--- config.mk ---
export PLATFORM = sky130hd
export DESIGN_NAME = updown_counter_param
export DESIGN_NICKNAME = d
export VERILOG_FILES = /design/src/rtl/updown_counter_pkg.sv /design/src/rtl/updown_counter_next.sv /design/src/rtl/updown_counter_param.sv
export SDC_FILE = /design/constraint.sdc
export NUM_CORES = 1
export LEC_CHECK = 0
export BUFFER_PORTS_ARGS = -buffer_cell sky130_fd_sc_hd__buf_4
export CAP_MARGIN = 20
export CORE_AREA = 2 2 39 41
export DETAILED_ROUTE_END_ITERATION = 12
export DIE_AREA = 0 0 41 43
export PLACE_DENSITY = 0.55
export SLEW_MARGIN = 20
export SYNTH_ARGS = -nofsm -noshare
export SYNTH_HDL_FRONTEND = slang
export SYNTH_SLANG_ARGS = --single-unit
--- constraint.sdc ---
create_clock -name clk -period 1.5 [get_ports clk]
set_input_delay 0.075 -clock clk [delete_from_list [all_inputs] [get_ports clk]]
set_output_delay 0.075 -clock clk [all_outputs]
set_load 0.1 [all_outputs]
--- src/rtl/updown_counter_pkg.sv ---
// Shared constants and elaboration-time parameter checks for the
// parametrised up/down counter.
package updown_counter_pkg;

  localparam logic MODE_UP   = 1'b0;
  localparam logic MODE_DOWN = 1'b1;

  // Width must be 2..32 and the terminal value must be representable.
  function automatic bit params_legal(input int width, input longint unsigned max_val);
    bit ok;
    ok = 1'b0;
    if ((width >= 2) && (width <= 32)) begin
      ok = (max_val <= ((64'd1 << width) - 64'd1));
    end else begin
      ok = 1'b0;
    end
    return ok;
  endfunction

endpackage

--- src/rtl/updown_counter_next.sv ---
// Next-state logic: clear/load/count priority, clamping, wrap or saturate
// at the boundaries, and the boundary pulse requests.
module updown_counter_next
  import updown_counter_pkg::*;
#(
  parameter int              WIDTH    = 4,
  parameter longint unsigned MAX_VAL  = (64'd1 << WIDTH) - 64'd1,
  parameter bit              SATURATE = 1'b0
) (
  input  logic [WIDTH-1:0] count,
  input  logic             en,
  input  logic             mode,
  input  logic             clr,
  input  logic             load,
  input  logic [WIDTH-1:0] din,
  output logic [WIDTH-1:0] next_count,
  output logic             next_ovf,
  output logic             next_udf
);

  localparam logic [WIDTH:0] MAX_EXT = MAX_VAL[WIDTH:0];

  logic [WIDTH:0] count_ext_s;
  logic [WIDTH:0] din_ext_s;
  logic [WIDTH:0] inc_s;
  logic [WIDTH:0] dec_s;

  // One extra bit so boundaries are found by comparing against MAX_VAL,
  // which keeps non-power-of-two terminal values correct.
  assign count_ext_s = {1'b0, count};
  assign din_ext_s   = {1'b0, din};
  assign inc_s       = count_ext_s + {{WIDTH{1'b0}}, 1'b1};
  assign dec_s       = count_ext_s - {{WIDTH{1'b0}}, 1'b1};

  // Priority: clear, then load, then count, otherwise hold.
  always_comb begin
    next_count = count;
    next_ovf   = 1'b0;
    next_udf   = 1'b0;
    if (clr) begin
      next_count = {WIDTH{1'b0}};
    end else if (load) begin
      if (din_ext_s > MAX_EXT) begin
        next_count = MAX_EXT[WIDTH-1:0];
      end else begin
        next_count = din;
      end
    end else if (en) begin
      case (mode)
        MODE_UP: begin
          if (count_ext_s >= MAX_EXT) begin
            next_ovf   = 1'b1;
            next_count = SATURATE ? MAX_EXT[WIDTH-1:0] : {WIDTH{1'b0}};
          end else begin
            next_count = inc_s[WIDTH-1:0];
          end
        end
        MODE_DOWN: begin
          if (count_ext_s == {(WIDTH+1){1'b0}}) begin
            next_udf   = 1'b1;
            next_count = SATURATE ? {WIDTH{1'b0}} : MAX_EXT[WIDTH-1:0];
          end else begin
            next_count = dec_s[WIDTH-1:0];
          end
        end
        default: begin
          next_count = count;
        end
      endcase
    end else begin
      next_count = count;
    end
  end

endmodule

--- src/rtl/updown_counter_param.sv ---
// Parametrised up/down counter: state registers, registered boundary
// pulses and the combinational terminal-count decode.
module updown_counter_param
  import updown_counter_pkg::*;
#(
  parameter int              WIDTH    = 4,
  parameter longint unsigned MAX_VAL  = (64'd1 << WIDTH) - 64'd1,
  parameter bit              SATURATE = 1'b0
) (
  input  logic             clk,
  input  logic             rst,
  input  logic             en,
  input  logic             mode,
  input  logic             clr,
  input  logic             load,
  input  logic [WIDTH-1:0] din,
  output logic [WIDTH-1:0] count,
  output logic             tc,
  output logic             ovf,
  output logic             udf
);

  localparam logic [WIDTH:0] MAX_EXT = MAX_VAL[WIDTH:0];

  if (!params_legal(WIDTH, MAX_VAL)) begin : g_param_check
    $error("updown_counter_param: illegal WIDTH/MAX_VAL combination");
  end

  logic [WIDTH-1:0] count_r;
  logic             ovf_r;
  logic             udf_r;
  logic [WIDTH-1:0] next_count_s;
  logic             next_ovf_s;
  logic             next_udf_s;

  updown_counter_next #(
    .WIDTH    (WIDTH),
    .MAX_VAL  (MAX_VAL),
    .SATURATE (SATURATE)
  ) u_next (
    .count      (count_r),
    .en         (en),
    .mode       (mode),
    .clr        (clr),
    .load       (load),
    .din        (din),
    .next_count (next_count_s),
    .next_ovf   (next_ovf_s),
    .next_udf   (next_udf_s)
  );

  // Count and pulse registers; reset clears them without waiting for a clock.
  always_ff @(posedge clk or posedge rst) begin
    if (rst) begin
      count_r <= {WIDTH{1'b0}};
      ovf_r   <= 1'b0;
      udf_r   <= 1'b0;
    end else begin
      count_r <= next_count_s;
      ovf_r   <= next_ovf_s;
      udf_r   <= next_udf_s;
    end
  end

  // Flags the cycle before a wrap/saturate so a following stage can cascade.
  assign tc = en & ((~mode & ({1'b0, count_r} == MAX_EXT)) |
                    ( mode & (count_r == {WIDTH{1'b0}})));

  assign count = count_r;
  assign ovf   = ovf_r;
  assign udf   = udf_r;

endmodule
==> reports/metrics.cfg <==
[sta]
setup_ws_ps=-258.8
rsz0062_at_grt=true
max_freq_ghz=0.5686
tightest_slew_ps=246.8
finalHoldViolCount=0
skew_ps=3.093
fin_crit_sh_pct=117.3
layout_min_cycle_time_ps=1759
max-slew-margin-rel_pct=83.32
timing.hold.ws_ps=16.98
setup_viol=4
slew_violations=0

[yosys]
netlist.area_leader.share_pct=36.04
syn-cell-area_sq_um=416.7
synth_edf_count=0
netlist_instances=51
synth_common_cells=7 x a21oi_1, 6 x dfrtp_1, 5 x inv_1, 4 x nor2_1
synth-main-ff-cell=dfrtp_1
syn_nets=63
synth.distinct_cells=24
async_flop_share_pct=100.0
synth_most_common_cell=a21oi_1
ys_top_cells_by_area=dfrtp_1 36%, a21oi_1 8.4%, ha_1 6.0%
synth_largest_area_cell=dfrtp_1
yosys_register_bits=6
synth_area_per_cell_sq_um=8.170
seq_area_frac_synth_pct=36.04
yosysWarnings=0

[clock_tree]
cts.clk_slew.worst_paths_ps=50
htreeDepth=1
cts_tree=done
clkSinkCount=6
cts_buffers=3
root_buffer=clkbuf_4
clockBufferDepth=2
clkLatencyLatePin_ps=250

[power]
power.switching_mw=0.2236
seqPwrFrac_pct=32.4
ir_drop_mv=0.4670
power.internal_mw=0.3670
power_density_nw_per_um2=835.5
swShare_pct=37.86
combPwrFrac_pct=40.2
clockPowerShare_pct=27.5
power_mw=0.5906
leakagePower_nw=0.3127

[routing]
drt-pass1-iter-count=4
dr_total_vias=459
drtIter0Drc=4
vias_per_cell=4.935
drtAntennaViolNets=0
routed_wl_um=1081
wl_per_cell_um=11.62
drc=0

[cells_and_area]
n_antenna_cell=0
area_delta_synth_final_pct=69.67
drive_gt1_share_pct=49.35
stdcell_area_sq_um=706.9
layout.nets=90

[global_routing]
antenna_found_initial=0
grt_pass1_wl_um=1814
track_usage_pct=15.79
gr-total-overflow=0
grt_max_degree=11
grt_pass1_vias=431

[placement]
placed_cell_area_sq_um=630.6
place_ws_ps=-96.50
hpwl_um=850.3
io_buffers=16
routabilityCongestion=0.7314

[critical_path]
end_kind=output pin
worst_ep_arrival_time_ps=1680
criticalPathCategory=reg -> out
required_ps=1420
critPathLaunchType=register
cp_max_fo=4

[outcome]
status=complete, but fails checks
failed_checks=setup timing

[worst_hold_path]
min_path_type=in -> reg

[floorplanning]
start_util_pct=30.11
die_h_um=43
fp-row-count=14
fp.dieArea_sq_um=1763
die_w_um=41
core_sq_um=1384
ios=17

[job]
cap_viol_max_count=0

## power groups by stage
| stage | Clock, mW | Sequential [mW] | Combinational (mW) |
|---|---|---|---|
| global route | 0.188 | 0.193 | 0.254 |
| finish | 0.162 | 0.191 | 0.237 |
| detailed placement | 0 | 0.193 | 0.220 |
| CTS | 0.170 | 0.191 | 0.231 |
| floorplan | 0 | 0.260 | 0.0832 |
| global placement | 0 | 0.194 | 0.220 |
## path summary, 6_finish.rpt
kind | startpoint | end | slack [ps] | cells past startpoint
setup / recovery | count[0] | tc | -260 | 6
hold / removal | clr | count[0] | 20 | 2
setup reg to reg | count[0] | count[3] | -50 | 4
hold reg to reg | count[2] | udf | 660 | 2
max in group asynchronous | rst | count[1] | 980 | 3
min in group asynchronous | rst | count[0] | 300 | 3
## stage by stage
stage / TNS (ps) / utilization [%] / instances
6_report: -366.5 / 51.09 / 93
4_1_cts: -302.0 / 49.73 / 92
3_5_place_dp: -145.9 / 45.57 / 87
5_1_grt: -691.7 / 51.09 / 93
2_1_floorplan: -697.7 / - / 51
3_3_place_gp: -139.8 / 45.57 / 87
## cells by family after synthesis
logic type | synth area share [%]
buffers and inverters | 8.108
DFF | 36.04
xor gates and xnor gates | 4.205
adders and majority gates | 6.005
AOI/OAI and AO/OA | 23.42
and+or+nand+nor | 22.22
## area by class of cell
type,instances,area [sq um]
multi-input cells,37,281.5
flip-flops and latches,6,160.2
fillers,144,676.9
inverters,7,31.28
clock buffers,4,26.28
repair buffers,23,187.7
well taps,16,20.02
## registers in the layout (all words and copies together), names as in the netlist
name	count
udf	1
count	4
ovf	1
## critical path: stages (launching register included)
cell     delay (ps)
dfrtp_4         500
inv_4            70
ha_4            140
nand2_4          50
or3_4           340
a21oi_4         150
buf_12          180
## what timing repair did
item                                    in CTS  in global routing
setup buffers                                0                  1
hold endpoints to repair                     6                  0
gates resized for setup                      5                  4
hold buffers                                 1                  0
gates cloned                                 0                  0
pin swaps                                    0                  5
endpoints found under the setup margin       3                  4
## cell usage in the layout, fill, tap and decap left out, types with 2 or more instances in the layout
| cell type | instances |
|---|---|
| o21ai_0 | 2 |
| o21ai_1 | 2 |
| nor2_1 | 4 |
| nor3_1 | 3 |
| a211oi_1 | 2 |
| dfrtp_2 | 2 |
| buf_4 | 21 |
| dfrtp_1 | 2 |
| inv_1 | 4 |
| a21oi_1 | 5 |
| clkbuf_4 | 3 |
| dfrtp_4 | 2 |
| xnor2_1 | 2 |
| inv_4 | 2 |
## per-layer routing
metal	vias up	routed length [um]	track usage, %
met5	-	0	0
met4	0	0	4.000
met3	0	64	9.424
met2	14	565	25.00
met1	213	450	17.15
li1	232	-	-
(Power assumes the default switching activity.)
